### src/rtl/sfifo.sv
// Single-clock FIFO with register-array storage, binary pointers and an occupancy counter.
// Supports standard (registered) or first-word-fall-through read, flush and sticky error flags.
module sfifo #(
  parameter int FIFO_DEPTH = 4,
  parameter int FIFO_WIDTH = 8,
  parameter int FWFT       = 0
) (
  input  logic                  CLK,
  input  logic                  RST,
  input  logic                  FIFO_CLEAR,
  input  logic                  FIFO_WR_ENA,
  input  logic [FIFO_WIDTH-1:0] FIFO_WR_DATA,
  output logic                  FIFO_WR_FULL,
  output logic                  FIFO_WR_ALM_FULL,
  input  logic [FIFO_DEPTH-1:0] FIFO_WR_ALM_COUNT,
  input  logic                  FIFO_RD_ENA,
  output logic [FIFO_WIDTH-1:0] FIFO_RD_DATA,
  output logic                  FIFO_RD_EMPTY,
  output logic                  FIFO_RD_ALM_EMPTY,
  input  logic [FIFO_DEPTH-1:0] FIFO_RD_ALM_COUNT,
  output logic [FIFO_DEPTH:0]   FIFO_COUNT,
  output logic                  FIFO_OVERFLOW,
  output logic                  FIFO_UNDERFLOW
);

  localparam int unsigned            N       = 2 ** FIFO_DEPTH;
  localparam logic [FIFO_DEPTH:0]    N_WORDS = (FIFO_DEPTH + 1)'(N);
  localparam logic [FIFO_DEPTH-1:0]  PTR_ONE = FIFO_DEPTH'(1);
  localparam logic [FIFO_DEPTH:0]    CNT_ONE = (FIFO_DEPTH + 1)'(1);

  logic [FIFO_WIDTH-1:0] mem_q [N];

  logic [FIFO_DEPTH-1:0] wr_ptr_q, wr_ptr_d;
  logic [FIFO_DEPTH-1:0] rd_ptr_q, rd_ptr_d;
  logic [FIFO_DEPTH:0]   count_q, count_d;
  logic                  overflow_q, overflow_d;
  logic                  underflow_q, underflow_d;

  logic                  full;
  logic                  empty;
  logic                  wr_acc;
  logic                  rd_acc;
  logic [FIFO_DEPTH:0]   free_slots;

  // Acceptance looks only at registered occupancy, so a same-cycle pop never frees room for a push.
  assign full       = (count_q == N_WORDS);
  assign empty      = (count_q == '0);
  assign wr_acc     = FIFO_WR_ENA && !full && !FIFO_CLEAR;
  assign rd_acc     = FIFO_RD_ENA && !empty && !FIFO_CLEAR;
  assign free_slots = N_WORDS - count_q;

  assign FIFO_WR_FULL      = full;
  assign FIFO_RD_EMPTY     = empty;
  assign FIFO_WR_ALM_FULL  = (free_slots <= {1'b0, FIFO_WR_ALM_COUNT});
  assign FIFO_RD_ALM_EMPTY = (count_q <= {1'b0, FIFO_RD_ALM_COUNT});
  assign FIFO_COUNT        = count_q;
  assign FIFO_OVERFLOW     = overflow_q;
  assign FIFO_UNDERFLOW    = underflow_q;

  always_comb begin
    wr_ptr_d    = wr_ptr_q;
    rd_ptr_d    = rd_ptr_q;
    count_d     = count_q;
    overflow_d  = overflow_q;
    underflow_d = underflow_q;

    if (FIFO_CLEAR) begin
      wr_ptr_d    = '0;
      rd_ptr_d    = '0;
      count_d     = '0;
      overflow_d  = 1'b0;
      underflow_d = 1'b0;
    end else begin
      if (wr_acc) wr_ptr_d = wr_ptr_q + PTR_ONE;
      if (rd_acc) rd_ptr_d = rd_ptr_q + PTR_ONE;
      if (FIFO_WR_ENA && full)  overflow_d  = 1'b1;
      if (FIFO_RD_ENA && empty) underflow_d = 1'b1;
      case ({wr_acc, rd_acc})
        2'b10:   count_d = count_q + CNT_ONE;
        2'b01:   count_d = count_q - CNT_ONE;
        default: count_d = count_q;
      endcase
    end
  end

  always_ff @(posedge CLK or negedge RST) begin
    if (!RST) begin
      wr_ptr_q    <= '0;
      rd_ptr_q    <= '0;
      count_q     <= '0;
      overflow_q  <= 1'b0;
      underflow_q <= 1'b0;
    end else begin
      wr_ptr_q    <= wr_ptr_d;
      rd_ptr_q    <= rd_ptr_d;
      count_q     <= count_d;
      overflow_q  <= overflow_d;
      underflow_q <= underflow_d;
    end
  end

  // Storage is deliberately left unreset; stale words are never observable through the flags.
  always_ff @(posedge CLK) begin
    if (wr_acc) mem_q[wr_ptr_q] <= FIFO_WR_DATA;
  end

  if (FWFT != 0) begin : g_fwft
    assign FIFO_RD_DATA = mem_q[rd_ptr_q];
  end else begin : g_std
    logic [FIFO_WIDTH-1:0] rd_data_q, rd_data_d;

    always_comb begin
      rd_data_d = rd_data_q;
      if (rd_acc) rd_data_d = mem_q[rd_ptr_q];
    end

    always_ff @(posedge CLK or negedge RST) begin
      if (!RST) rd_data_q <= '0;
      else      rd_data_q <= rd_data_d;
    end

    assign FIFO_RD_DATA = rd_data_q;
  end

endmodule

### config.mk
export PLATFORM = sky130hd
export DESIGN_NAME = sfifo
export DESIGN_NICKNAME = d
export VERILOG_FILES = /design/src/rtl/sfifo.sv
export SDC_FILE = /design/constraint.sdc
export NUM_CORES = 1
export LEC_CHECK = 0
export ABC_AREA = 1
export BUFFER_PORTS_ARGS = -buffer_cell sky130_fd_sc_hd__buf_2
export CORE_MARGIN = 4
export CORE_UTILIZATION = 40
export CTS_CLUSTER_DIAMETER = 40
export DETAILED_ROUTE_END_ITERATION = 7
export GPL_TIMING_DRIVEN = 0
export SYNTH_ARGS = -nofsm -noshare
export SYNTH_HDL_FRONTEND = slang
export SYNTH_SLANG_ARGS = --single-unit
### constraint.sdc
create_clock -name CLK -period 6.15 [get_ports CLK]
set_clock_uncertainty 0.1 [all_clocks]
set_input_delay 0.9225 -clock CLK [delete_from_list [all_inputs] [get_ports CLK]]
set_output_delay 0.9225 -clock CLK [all_outputs]
set_load 0.005 [all_outputs]
; After elaboration in Yosys (flattened, before gate mapping)
; Memory sizes are Yosys's and may differ from the RTL's. A register that Yosys moved wholly into a read port is not among the register bits.
; Cells that the tools add are included.
[totals]
ramBits = 128
input_bits = 21
n_memories = 1
word_cells = 44
register_bits = 15
output_inout_bits = 19
[op_classes]
reduce_logical = 16
n_lt_le_gt_ge = 2
muxes = 12
add_sub_neg = 5
eq_ne = 3
[mem_list]
columns = name, words, word_bits, rd, rd_clocked_by_memory_dff, wr, line
row1 = mem_q, 16, 8, 1, 1, 1, 31  ; logic [FIFO_WIDTH-1:0] mem_q [N];
[op_table]
columns = op, count
row1 = 2-to-1 mux 4 bit, 4
row2 = less-or-equal comparator 5 x 4 -> 1 bit, 2
row3 = case mux 5 bit (2 select lines), 1
row4 = "adder 4 x 1 -> 4 bit, second input constant", 2
row5 = nonzero test 2 bit, 4
row6 = logical AND 1 bit, 6
row7 = 2-to-1 mux 1 bit, 6
row8 = "adder 5 x 1 -> 5 bit, second input constant", 1
row9 = "== test 5 bit, second input constant", 1
row10 = zero test 5 bit, 1
row11 = 2-to-1 mux 5 bit, 1
row12 = "subtractor 5 x 1 -> 5 bit, second input constant", 1
row13 = "subtractor 5 bit, first input constant", 1
row14 = zero test 1 bit, 4
row15 = nonzero test 3 bit, 1
row16 = "== test 2 x 1 -> 1 bit, second input constant", 1
row17 = "== test 2 bit, second input constant", 1

; Logic depth before layout (Yosys ltp)
; Gate-level depths: netlist (run 1).
[logic_depth]
word_depth = 7
ltp_mapped = 19
ltp_nobuf = 19

; Least setup slack after synthesis (run 1)
; No wires, ideal clock.
[synth_timing]
kind = input -> output
start = input FIFO_RD_ALM_COUNT[2]
end = output FIFO_RD_ALM_EMPTY
arrival_time_ns = 1.698
setup_slack_ns = 3.430
path_buffers = 0
t_required_ns = 5.128
cell_stages = 7
path_cell_list = inv_1 > ha_1 > nand2_1 > o21ai_0 > o21ai_0 > nand2_1 > a21oi_1
[synth_between]
elab_chain_cells = 1
[synth_lines]
columns = item, line
row1 = from (decl), 20  ; input logic [FIFO_DEPTH-1:0] FIFO_RD_ALM_COUNT,
row2 = less-or-equal comparator 5 x 4 -> 1 bit, 55  ; assign FIFO_RD_ALM_EMPTY = (count_q <= {1'b0, FIFO_RD_ALM_COUNT});
row3 = to (decl), 19  ; output logic FIFO_RD_ALM_EMPTY,
; Every way passes these cells.

; Worst setup path in the final report (run 1)
[layout_timing]
start = register count_q[0], in the netlist FIFO_COUNT[0]
end = memory mem_q[9][2], enable pin
[layout_between]
elab_chain_cells = 6
[layout_lines]
columns = item, line
row1 = from (decl), 35  ; logic [FIFO_DEPTH:0] count_q, count_d;
row2 = from (signal assigned), 96  ; count_q <= count_d;
row3 = == test 5 bit, 46  ; assign full = (count_q == N_WORDS);
row4 = zero test 1 bit, 48  ; assign wr_acc = FIFO_WR_ENA && !full && !FIFO_CLEAR;
row5 = logical AND 1 bit (2 in a row), 48
row6 = 2-to-1 mux 1 bit, 104  ; if (wr_acc) mem_q[wr_ptr_q] <= FIFO_WR_DATA;
row7 = 2-to-1 mux 1 bit (implied by the code), 104
row8 = to (decl), 31
; Every way passes these cells.

==> results of run 1 <==
-- area by class of cell --
cell class | instances | area (um2) | share of cell area [%]
sequential | 151 | 4419 | 56.75
multi-input combinational | 373 | 1954 | 25.10
clock buffer | 20 | 446.7 | 5.736
tap | 216 | 270.3 | 3.470
clock inverter | 12 | 200.2 | 2.571
timing repair buffer | 39 | 195.2 | 2.506
inverter | 39 | 151.4 | 1.944
buffer | 22 | 150.1 | 1.928
-- critical path: cells and delay by family, from the launching register on --
| family | cells | cell delay, ns |
|---|---|---|
| AND/OR/NAND/NOR | 5 | 1.57 |
| adder cells (fa/ha/maj) | 2 | 0.48 |
| flip-flops | 1 | 0.46 |
| buffers and inverters | 3 | 0.40 |
-- sequential cells by signal (all words and copies together) (netlist names) --
name,flops
FIFO_COUNT,5
wr_ptr_q,4
FIFO_RD_DATA,8
FIFO_UNDERFLOW,1
FIFO_OVERFLOW,1
rd_ptr_q,4
mem_q,128
-- synthesized netlist by cell type (all sizes together) --
cell and number:
xor2 1, nand4 5, o21ai 62, nand2 127
edfxtp 128, nand3 16, a21boi 9, o22ai 16
xnor2 1, dfrtp 23, mux2i 8, o21bai 2
inv 37, buf 19, nor3 13, ha 18
clkinv 2, a21oi 34, nor2 61, clkbuf 3
-- report_power, final --
group	total (mW)	internal (mW)	switching, mW
clock	1.13	0.730	0.401
sequential	1.23	1.17	0.0525
combinational	0.930	0.336	0.594
-- worst min path at each step --
stage,start,endpoint,cells past startpoint
2_1_floorplan,FIFO_RD_DATA[0]$_DFFE_PN0P_,FIFO_RD_DATA[0]$_DFFE_PN0P_,2
3_3_place_gp,FIFO_RD_DATA[7]$_DFFE_PN0P_,FIFO_RD_DATA[7]$_DFFE_PN0P_,2
3_5_place_dp,FIFO_RD_DATA[0]$_DFFE_PN0P_,FIFO_RD_DATA[0]$_DFFE_PN0P_,2
4_1_cts,FIFO_RD_DATA[0]$_DFFE_PN0P_,FIFO_RD_DATA[0]$_DFFE_PN0P_,2
5_1_grt,FIFO_RD_DATA[4]$_DFFE_PN0P_,FIFO_RD_DATA[4]$_DFFE_PN0P_,2
6_report,FIFO_RD_DATA[0]$_DFFE_PN0P_,FIFO_RD_DATA[0]$_DFFE_PN0P_,2
-- layer usage --
metal | wire length [um] | part of all wire, % | up-vias | global-route usage (%)
met2 | 8100 | 49 | 171 | 31.96
met5 | 0 | 0 | - | 0
met3 | 1009 | 6.2 | 34 | 3.787
li1 | - | - | 2171 | -
met1 | 6848 | 42 | 2231 | 22.73
met4 | 420 | 2.6 | 0 | 7.262
-- cell families after synthesis --
logic type | count (synthesis) | synth area share (%)
XOR/XNOR | 2 | 0.2637
AND/OR/NAND/NOR | 222 | 14.01
flip-flops | 151 | 66.50
adder cells (fa/ha/maj) | 18 | 3.389
buffers and inverters | 61 | 4.537
multiplexers | 8 | 1.205
AO/OA/AOI/OAI | 123 | 10.09
==> results.md, run 1 <==
* Startpoint types: flop
* Slew HR at under 10%
* Cells after Synth at 585
* Final wirelength at between 15000 and 20000 um
* Initial drt markers at approximately 360
* Period utilization at around 55%
* Buffer count from post-CTS setup fixing at 0
* CP max FO at 8
* Post-CTS sizing at 0
* Crit Reg-Reg Startpoint: FIFO_COUNT[0]$_DFFE_PN0P_
* RSZ-0062 raised after global routing: false
* Final Util at roughly half
* Synthesis-to-finish area growth at 17.19%
* Library cell with the largest summed area after synthesis: edfxtp_1
* Crit path kind: flop to flop
* Crit path capture: mem_q[9][2]$_DFFE_PP_
* CTS tree: done
* Commonest non-fill, non-tap cells in the layout: edfxtp_1 (128), nand2_1 (123), nor2_1 (59), o21ai_0 (57), buf_2 (48)
* Final hold vios at 0
* CP endpoint kind: flop
* Ordered list of cells on the worst path: inv_1, ha_1, nand2_1, nor2_1, ha_1, inv_1, nand2_2, inv_2, nand2_1, nor3_1
* Largest net degree at the start of global routing at 24
* Diodes inserted at 0
* Hold Slack at between 0.3 and 0.4 ns
* Min-delay worst type: flop to flop
* CTS buffer count at 17
* Final number of setup-violating endpoints at 0
* GPL Wtd Cong at between 0.8 and 0.9
* Worst stage delay on the critical path at 1.12 ns
* DIE HEIGHT at between 100 and 150 um
* Area share of the largest cell type after synthesis at 57.84%
* CP arrival at approximately 3.3 ns
* Hold_buf cts at 0
* Fraction of final layout cells sized beyond drive strength 1 at roughly 17%
* Placed insts at 840
* Top cells by area, synth: edfxtp_1 (58%), dfrtp_1 (8.7%), nand2_1 (6.9%)
* Slew @ Worst Pin at about 1.4 ns
* CP required at roughly 6.1 ns
* CTS max path bufs at 2
* Vias in the first global route at roughly 4700
* Initial core utilization at 41.38%
* #FFs+latches synth at around 150
* Die span in x at 136.9 um
* Max-cap violations at 0
* Total negative slack at 0 ns
* I/O Pins at 40
* Initial antenna violation count at 0
* R2r setup slk at between 2 and 3 ns
* Die ar. at ~19000 um2
* Clock Latency Late Sink at between 0.4 and 0.5 ns
* DP Area at a little over 7000 um2
* Slew Limit Fails at 0
* # DRC at 0
* Setup WS post-layout at around 2.7 ns
* Via/cell ratio at 5.283
* Final instance area at 7787 um2
* Tot Pwr at approximately 3.3 mW
* Worst setup path startpoint: FIFO_COUNT[0]$_DFFE_PN0P_
* Commonest non-fill, non-tap cell in the layout: edfxtp_1
* Syn. warnings at 0
* Post-DP HPWL at about 11000 um
* Fmax at 293.3 MHz
* Input/output buffers at 39
* Part of the Yosys area used for sequential elements at between 60 and 70%
* Clock Root Buffer: clkbuf_16
* Wirelength per Cell at between 15 and 20 um
* Crit path time final at 3.409 ns
* CTS H-tree depth at 4
* Critical R2R Capture: mem_q[9][2]$_DFFE_PP_
* Post-route ant nets at 0
* Leak pwr at approximately 3.0 nW
* PwrDens at approximately 420 nW/um2
* Final Non-Filler Cells at around 870
* Filler cells at ~1400
* TritonRoute pass-1 iters at 5
* Worst r2r path cells at 10
* Dpl ws at between 2 and 3 ns
* Number of clock sinks at about 150
* Slowest CP cell: nor3_1
* Syn Nets at around 620
* Worst VDD drop at 0.0002354 V
* Final Net Count at 682
* Core Region at between 15000 and 20000 um2
* Status: completed
* DR vias at 4607
* Netlist cell types at 34
* Mapped Area at approximately 6600 um2
* Synth Area per Inst at between 10 and 15 um2
* Global route total overflow at 0
* Global Route Usage Sum at 18.48%
* Row count at between 40 and 50
* Global-route wire length before repair at 25210 um
* Worst-path clk slew at roughly 0.060 ns
No activity file was read; power rests on OpenSTA's default activity.
==> inputs of run 2 (changes only) <==
Clock period 6.15 ns to 3 ns, I/O delays scaled along.
==> run 2 against run 1 <==
Clock power increased by 110%. Critical endpoint is now mem_q[7][0]$_DFFE_PP_. Largest cell class unchanged. Combinational power increased by 110%. Maximum frequency is 19% higher. Critical path depth is the same. Cell count is 1.0% higher. Sequential power increased by 100%. Global-route usage hardly changed. Core utilization increased by 1.5 points. Worst setup slack lost 2.6 ns.
==> results.md, run 2 (synthesis results as in run 1) <==
* Largest register FFs at 128 (unchanged)
* Clock Power Share at 34.4% (about the same)
* Sequential Power Share at 37.1% (-0.2 points)
* Fmax at 348.9 MHz (+19%)
* Commonest non-fill, non-tap cells in the layout: edfxtp_1 (128), nand2_1 (123), o21ai_0 (57), nor2_1 (55), buf_2 (48)
* Max-cap violations at 0 (unchanged)
* Crit path time final at 2.866 ns (-0.5432 ns)
* CP endpoint kind: flop
* Hold Slack at 0.1911 ns (-0.1810 ns)
* CTS buffer count at 17 (unchanged)
* GPL Wtd Cong at 0.8769 (unchanged)
* CTS max path bufs at 2 (unchanged)
* Final Net Count at 691 (+1.3%)
* Initial antenna violation count at 0 (unchanged)
* Clock Latency Late Sink at 0.42 ns (about the same)
* Most Used Layer, Global Route: met2
* Slew @ Worst Pin at 0.7387 ns (-0.6729 ns)
* Die span in x at 136.9 um (unchanged)
* Internal Pwr Total at 4.598 mW (+110%)
* Fraction of final layout cells sized beyond drive strength 1 at 19.25% (+2.6 points)
* Core Region at 16060 um2 (unchanged)
* Worst-path clk slew at 0.06 ns (about the same)
* Post-DP HPWL at 11060 um (unchanged)
* RSZ-0062 raised after global routing: true
* Period utilization at 95.53% (+40 points)
* Final hold vios at 0 (unchanged)
* Leak pwr at 3.148 nW (+4.1%)
* Grt met1 use at 22.83% (+0.10 points)
* Switching Share at 32.09% (+0.21 points)
* DIE HEIGHT at 136.9 um (unchanged)
* Initial drt markers at 359 (+0.84%)
* Biggest register: mem_q
* Combinational power share at 28.5% (+0.2 points)
* Vias in the first global route at 4650 (-0.15%)
* Final number of setup-violating endpoints at 0 (unchanged)
* Global route total overflow at 0 (unchanged)
* Global Route Usage Sum at 18.51% (+0.033 points)
* Crit path kind: flop to flop
* CP max FO at 8 (unchanged)
* Final wirelength at 16500 um (+0.74%)
* Clock Root Buffer: clkbuf_16
* Global-route wire length before repair at 25280 um (+0.30%)
* Met3 usage in global routing at 3.787% (unchanged)
* I/O Pins at 40 (unchanged)
* Initial core utilization at 41.38% (unchanged)
* Commonest non-fill, non-tap cell in the layout: edfxtp_1
* CTS tree: done
* Synthesis-to-finish area growth at 20.73%
* CTS H-tree depth at 4 (unchanged)
* Filler cells at 1409 (-2.0%)
* Row count at 46 (unchanged)
* Min-delay worst type: input pin to flop
* Setup WS post-layout at 0.1341 ns (-2.607 ns)
* DR vias at 4652 (+0.98%)
* Die ar. at 18740 um2 (unchanged)
* Dpl ws at -0.4155 ns (-3.150 ns)
* M2 GR Usage at 32.09% (+0.14 points)
* Largest net degree at the start of global routing at 24 (unchanged)
* Wirelength per Cell at 18.73 um (-0.28%)
* CP arrival at 2.82 ns (-0.51 ns)
* Switch Pwr at 2.173 mW (+110%)
* Post-route ant nets at 0 (unchanged)
* Input/output buffers at 39 (unchanged)
* # DRC at 0 (unchanged)
* TritonRoute pass-1 iters at 5 (unchanged)
* Startpoint types: flop
* Worst VDD drop at 0.0004814 V (+100%)
* Number of clock sinks at 151 (unchanged)
* Via/cell ratio at 5.280 (about the same)
* Diodes inserted at 0 (unchanged)
* Slew HR at 50.49% (+45 points)
* PwrDens at 844.0 nW/um2 (+100%)
* Slew Limit Fails at 0 (unchanged)
* CP required at 2.95 ns (-3.12 ns)
* Status: completed
-- run 2: through the flow --
stage | TNS, ns | std cells | utilization (%) | area, um2 | total power [mW]
after floorplan | 0 | 585 | - | 6645 | 3.786
after global placement | -20.89 | 840 | 44.28 | 7111 | 4.400
after detailed placement | -17.59 | 840 | 44.37 | 7126 | 4.462
after CTS | -0.4895 | 873 | 48.75 | 7829 | 6.772
after global routing | -1.673 | 881 | 49.96 | 8023 | 7.119
final | 0 | 881 | 49.96 | 8023 | 6.771
-- run 2: layout make-up --
type | instances | area [um2] | area share (%)
plain buffers | 22 | 150.1 | 1.871
clock buffers | 20 | 446.7 | 5.568
clock inverters | 12 | 200.2 | 2.495
inverters | 39 | 151.4 | 1.887
multi-input cells | 373 | 2044 | 25.48
flip-flops and latches | 151 | 4419 | 55.08
well taps | 216 | 270.3 | 3.369
repair buffers | 48 | 340.3 | 4.242
-- run 2: power groups by stage --
stage                     logic [mW]  clock network (mW)  registers [mW]
after CTS                       1.93                2.34            2.51
after global placement          1.86                   0            2.54
final                           1.93                2.33            2.51
after floorplan                 1.25                   0            2.54
after global routing            2.16                2.43            2.53
after detailed placement        1.91                   0            2.56
-- run 2: what timing repair did --
item                       in CTS  in global routing
buffers inserted                0                  8
hold buffers                    1                  0
gates resized for setup        10                 12
setup endpoints to repair      78                113
pin swaps                       0                  7
hold endpoints to repair       23                  0
-- run 2: worst paths after layout --
kind	cells after the start	slack, ns	endpoint	startpoint
worst max register to register	10	0.13	mem_q[7][0]$_DFFE_PP_	FIFO_COUNT[0]$_DFFE_PN0P_
worst min register to register	2	0.37	FIFO_RD_DATA[0]$_DFFE_PN0P_	FIFO_RD_DATA[0]$_DFFE_PN0P_
worst min-delay path	3	0.19	FIFO_UNDERFLOW$_DFFE_PN0P_	FIFO_RD_ENA
max in group asynchronous	2	1.91	FIFO_RD_DATA[6]$_DFFE_PN0P_	RST
min in group asynchronous	2	0.47	wr_ptr_q[2]$_DFFE_PN0P_	RST
worst max-delay path	10	0.13	mem_q[7][0]$_DFFE_PP_	FIFO_COUNT[0]$_DFFE_PN0P_
-- run 2: routing by layer --
metal | vias to the layer above | part of all wire [%]
met5 | - | 0
met4 | 0 | 2.4
met3 | 35 | 6.0
met2 | 165 | 50
met1 | 2259 | 42
li1 | 2193 | -
-- run 2: worst max-delay path, cell delays in order (launching register included) --
cell	delay, ns
dfrtp_1	0.46
inv_2	0.11
ha_1	0.24
nand2_1	0.09
nor2_2	0.05
ha_1	0.22
inv_1	0.07
nand2_2	0.12
inv_2	0.17
nand2_1	0.23
nor3_2	0.63
==> inputs of run 3 (changes only) <==
Settings changed: SETUP_SLACK_MARGIN from default to 0.2.
==> run 3 against run 2 <==
Via count grew 0.84%. Sequential power about the same. Non-clock buffer count increased by 1. Clock-buffer cell count unchanged. Clock power hardly changed. Sequential cell count stayed put. Maximum frequency increased by 5.6%. Cell count is 0.11% higher. Largest cell class unchanged. Highest routed layer unchanged.
==> results.md, run 3 (synthesis results as in run 1) <==
* Vias in the first global route at 4746 (+2.1%)
* Hold wc startpoint: FIFO_RD_ENA
* Global-route wire length before repair at 25630 um (+1.4%)
* GPL Wtd Cong at 0.8769 (unchanged)
* Switching Share at 32.08% (about the same)
* Input/output buffers at 39 (unchanged)
* DIE HEIGHT at 136.9 um (unchanged)
* Initial drt markers at 293 (-18%)
* Crit Reg-Reg Startpoint: FIFO_COUNT[1]$_DFFE_PN0P_
* Hold Path Cell Cnt at 3 (unchanged)
* PwrDens at 840.7 nW/um2 (-0.40%)
* Worst-path clk slew at 0.06 ns (about the same)
* Final number of setup-violating endpoints at 0 (unchanged)
* Final Util at 50.30% (+0.34 points)
* Critical R2R Capture: mem_q[0][1]$_DFFE_PP_
* Row count at 46 (unchanged)
* Final Net Count at 692 (+0.14%)
* CP required at 2.95 ns (about the same)
* CP arrival at 2.66 ns (-0.16 ns)
* Status: completed
* Post-route ant nets at 0 (unchanged)
* Slew Limit Fails at 0 (unchanged)
* Period utilization at 90.42% (-5.1 points)
* Combinational power share at 28.8% (+0.3 points)
* Switch Pwr at 2.178 mW (+0.23%)
* Initial core utilization at 41.38% (unchanged)
* Startpoint types: flop
* Diodes inserted at 0 (unchanged)
* CP endpoint kind: flop
* CTS tree: done
* Final wirelength at 16710 um (+1.2%)
* Slew HR at 51.52% (+1.0 points)
* Wirelength per Cell at 18.94 um (+1.1%)
* # DRC at 0 (unchanged)
* Sequential Power Share at 37.0% (about the same)
* Die ar. at 18740 um2 (unchanged)
* CTS H-tree depth at 4 (unchanged)
* RSZ-0062 raised after global routing: true
* TritonRoute pass-1 iters at 5 (unchanged)
* Min-delay worst type: input pin to flop
* Slew @ Worst Pin at 0.7232 ns (-0.01547 ns)
* Global route total overflow at 0 (unchanged)
* Clock Power Share at 34.2% (-0.2 points)
* I/O Pins at 40 (unchanged)
* Largest net degree at the start of global routing at 24 (unchanged)
* Hold Path End: FIFO_UNDERFLOW$_DFFE_PN0P_
* Die span in x at 136.9 um (unchanged)
* Post-DP HPWL at 11060 um (unchanged)
* Fmax at 368.6 MHz (+5.6%)
* Commonest non-fill, non-tap cell in the layout: edfxtp_1
* Max-cap violations at 0 (unchanged)
* Tot Pwr at 6.791 mW (+0.28%)
* Crit path time final at 2.713 ns (-0.1532 ns)
* CP max FO at 8 (unchanged)
* Core Region at 16060 um2 (unchanged)
* Clock Latency Late Sink at 0.42 ns (about the same)
* Synthesis-to-finish area growth at 21.56%
* Worst r2r path cells at 10 (unchanged)
* Filler cells at 1401 (-0.57%)
* Internal Pwr Total at 4.612 mW (+0.31%)
* Crit path kind: flop to flop
* Via/cell ratio at 5.319 (+0.72%)
* DR vias at 4691 (+0.84%)
* Number of clock sinks at 151 (unchanged)
* Biggest register: mem_q
* Fraction of final layout cells sized beyond drive strength 1 at 20.42% (+1.2 points)
* Commonest non-fill, non-tap cells in the layout: edfxtp_1 (128), nand2_1 (123), o21ai_0 (57), nor2_1 (54), buf_2 (48)
* Largest register FFs at 128 (unchanged)
* Worst VDD drop at 0.0004840 V (+0.53%)
* Leak pwr at 3.167 nW (+0.63%)
* Global Route Usage Sum at 18.81% (+0.30 points)
* R2r setup slk at 0.29 ns (+0.15 ns)
* Clock Root Buffer: clkbuf_16
* CTS buffer count at 17 (unchanged)
* Initial antenna violation count at 0 (unchanged)
* CTS max path bufs at 2 (unchanged)
* Final hold vios at 0 (unchanged)
==> run 3: cell count changes in the layout (fill, tap and decap cells not counted), moves of 2 or more <==
cell     before  now
ha_1         18   16
ha_2          0    2
inv_1        32   30
nor3_2        5    3
inv_2         5    7
dfrtp_2       0    2
nor3_4        8   10
dfrtp_1      23   21
==> run 3: critical path: stages (launching register included) <==
cell     delay (ns)
dfrtp_1        0.45
inv_2          0.09
ha_1           0.21
nand2_1        0.09
nor2_2         0.06
ha_2           0.19
inv_1          0.08
nand2_4        0.09
inv_2          0.14
nand3_1        0.27
nor2_2         0.56
==> run 3: what timing repair did <==
action,in CTS,in global routing
cloned,0,0
setup buffers,8,1
hold buffers,1,0
hold endpoints to repair,23,0
pin swaps,7,2
endpoints found under the setup margin,130,131
gates resized for setup,22,11
==> run 3: area by class of cell <==
class	count	area, um2	share of cell area, %
inverters	39	151.4	1.874
well taps	216	270.3	3.346
clock inverters	12	200.2	2.478
multi-input cells	373	2077	25.71
repair buffers	49	360.3	4.461
plain buffers	22	150.1	1.859
clock buffers	20	446.7	5.530
flip-flops and latches	151	4422	54.74
==> run 3: metrics by stage <==
stage	worst slack [ns]	area, um2	TNS (ns)	hold WS, ns	cells
2_1_floorplan	0.4228	6645	0	0.05441	585
3_3_place_gp	-0.4256	7111	-20.89	0.3589	840
3_5_place_dp	-0.4155	7126	-17.59	0.3619	840
4_1_cts	0.05593	8019	0	0.1826	881
5_1_grt	0.1353	8078	0	0.2258	882
6_report	0.2873	8078	0	0.1941	882
==> run 3: worst max path at each step <==
| stage | end | from |
|---|---|---|
| after CTS | mem_q[13][2]$_DFFE_PP_ | FIFO_COUNT[0]$_DFFE_PN0P_ |
| final | mem_q[0][1]$_DFFE_PP_ | FIFO_COUNT[1]$_DFFE_PN0P_ |
| after floorplan | mem_q[12][0]$_DFFE_PP_ | FIFO_COUNT[0]$_DFFE_PN0P_ |
| after global placement | mem_q[3][6]$_DFFE_PP_ | FIFO_COUNT[0]$_DFFE_PN0P_ |
| after detailed placement | mem_q[5][5]$_DFFE_PP_ | FIFO_COUNT[0]$_DFFE_PN0P_ |
| after global routing | mem_q[0][1]$_DFFE_PP_ | FIFO_COUNT[0]$_DFFE_PN0P_ |
==> run 3: per-layer routing <==
metal | routed length [um] | global-route usage [%] | up-vias
li1 | - | - | 2194
met1 | 6767 | 23.01 | 2286
met2 | 8475 | 32.78 | 176
met3 | 1057 | 3.529 | 35
met4 | 406 | 7.705 | 0
met5 | 0 | 0 | -
==> run 3: power by group through the flow <==
stage	Sequential, mW	Clock, mW	Combinational [mW]
detailed placement	2.56	0	1.91
global placement	2.54	0	1.86
CTS	2.51	2.34	1.94
finish	2.52	2.32	1.95
floorplan	2.54	0	1.25
global route	2.54	2.43	2.18
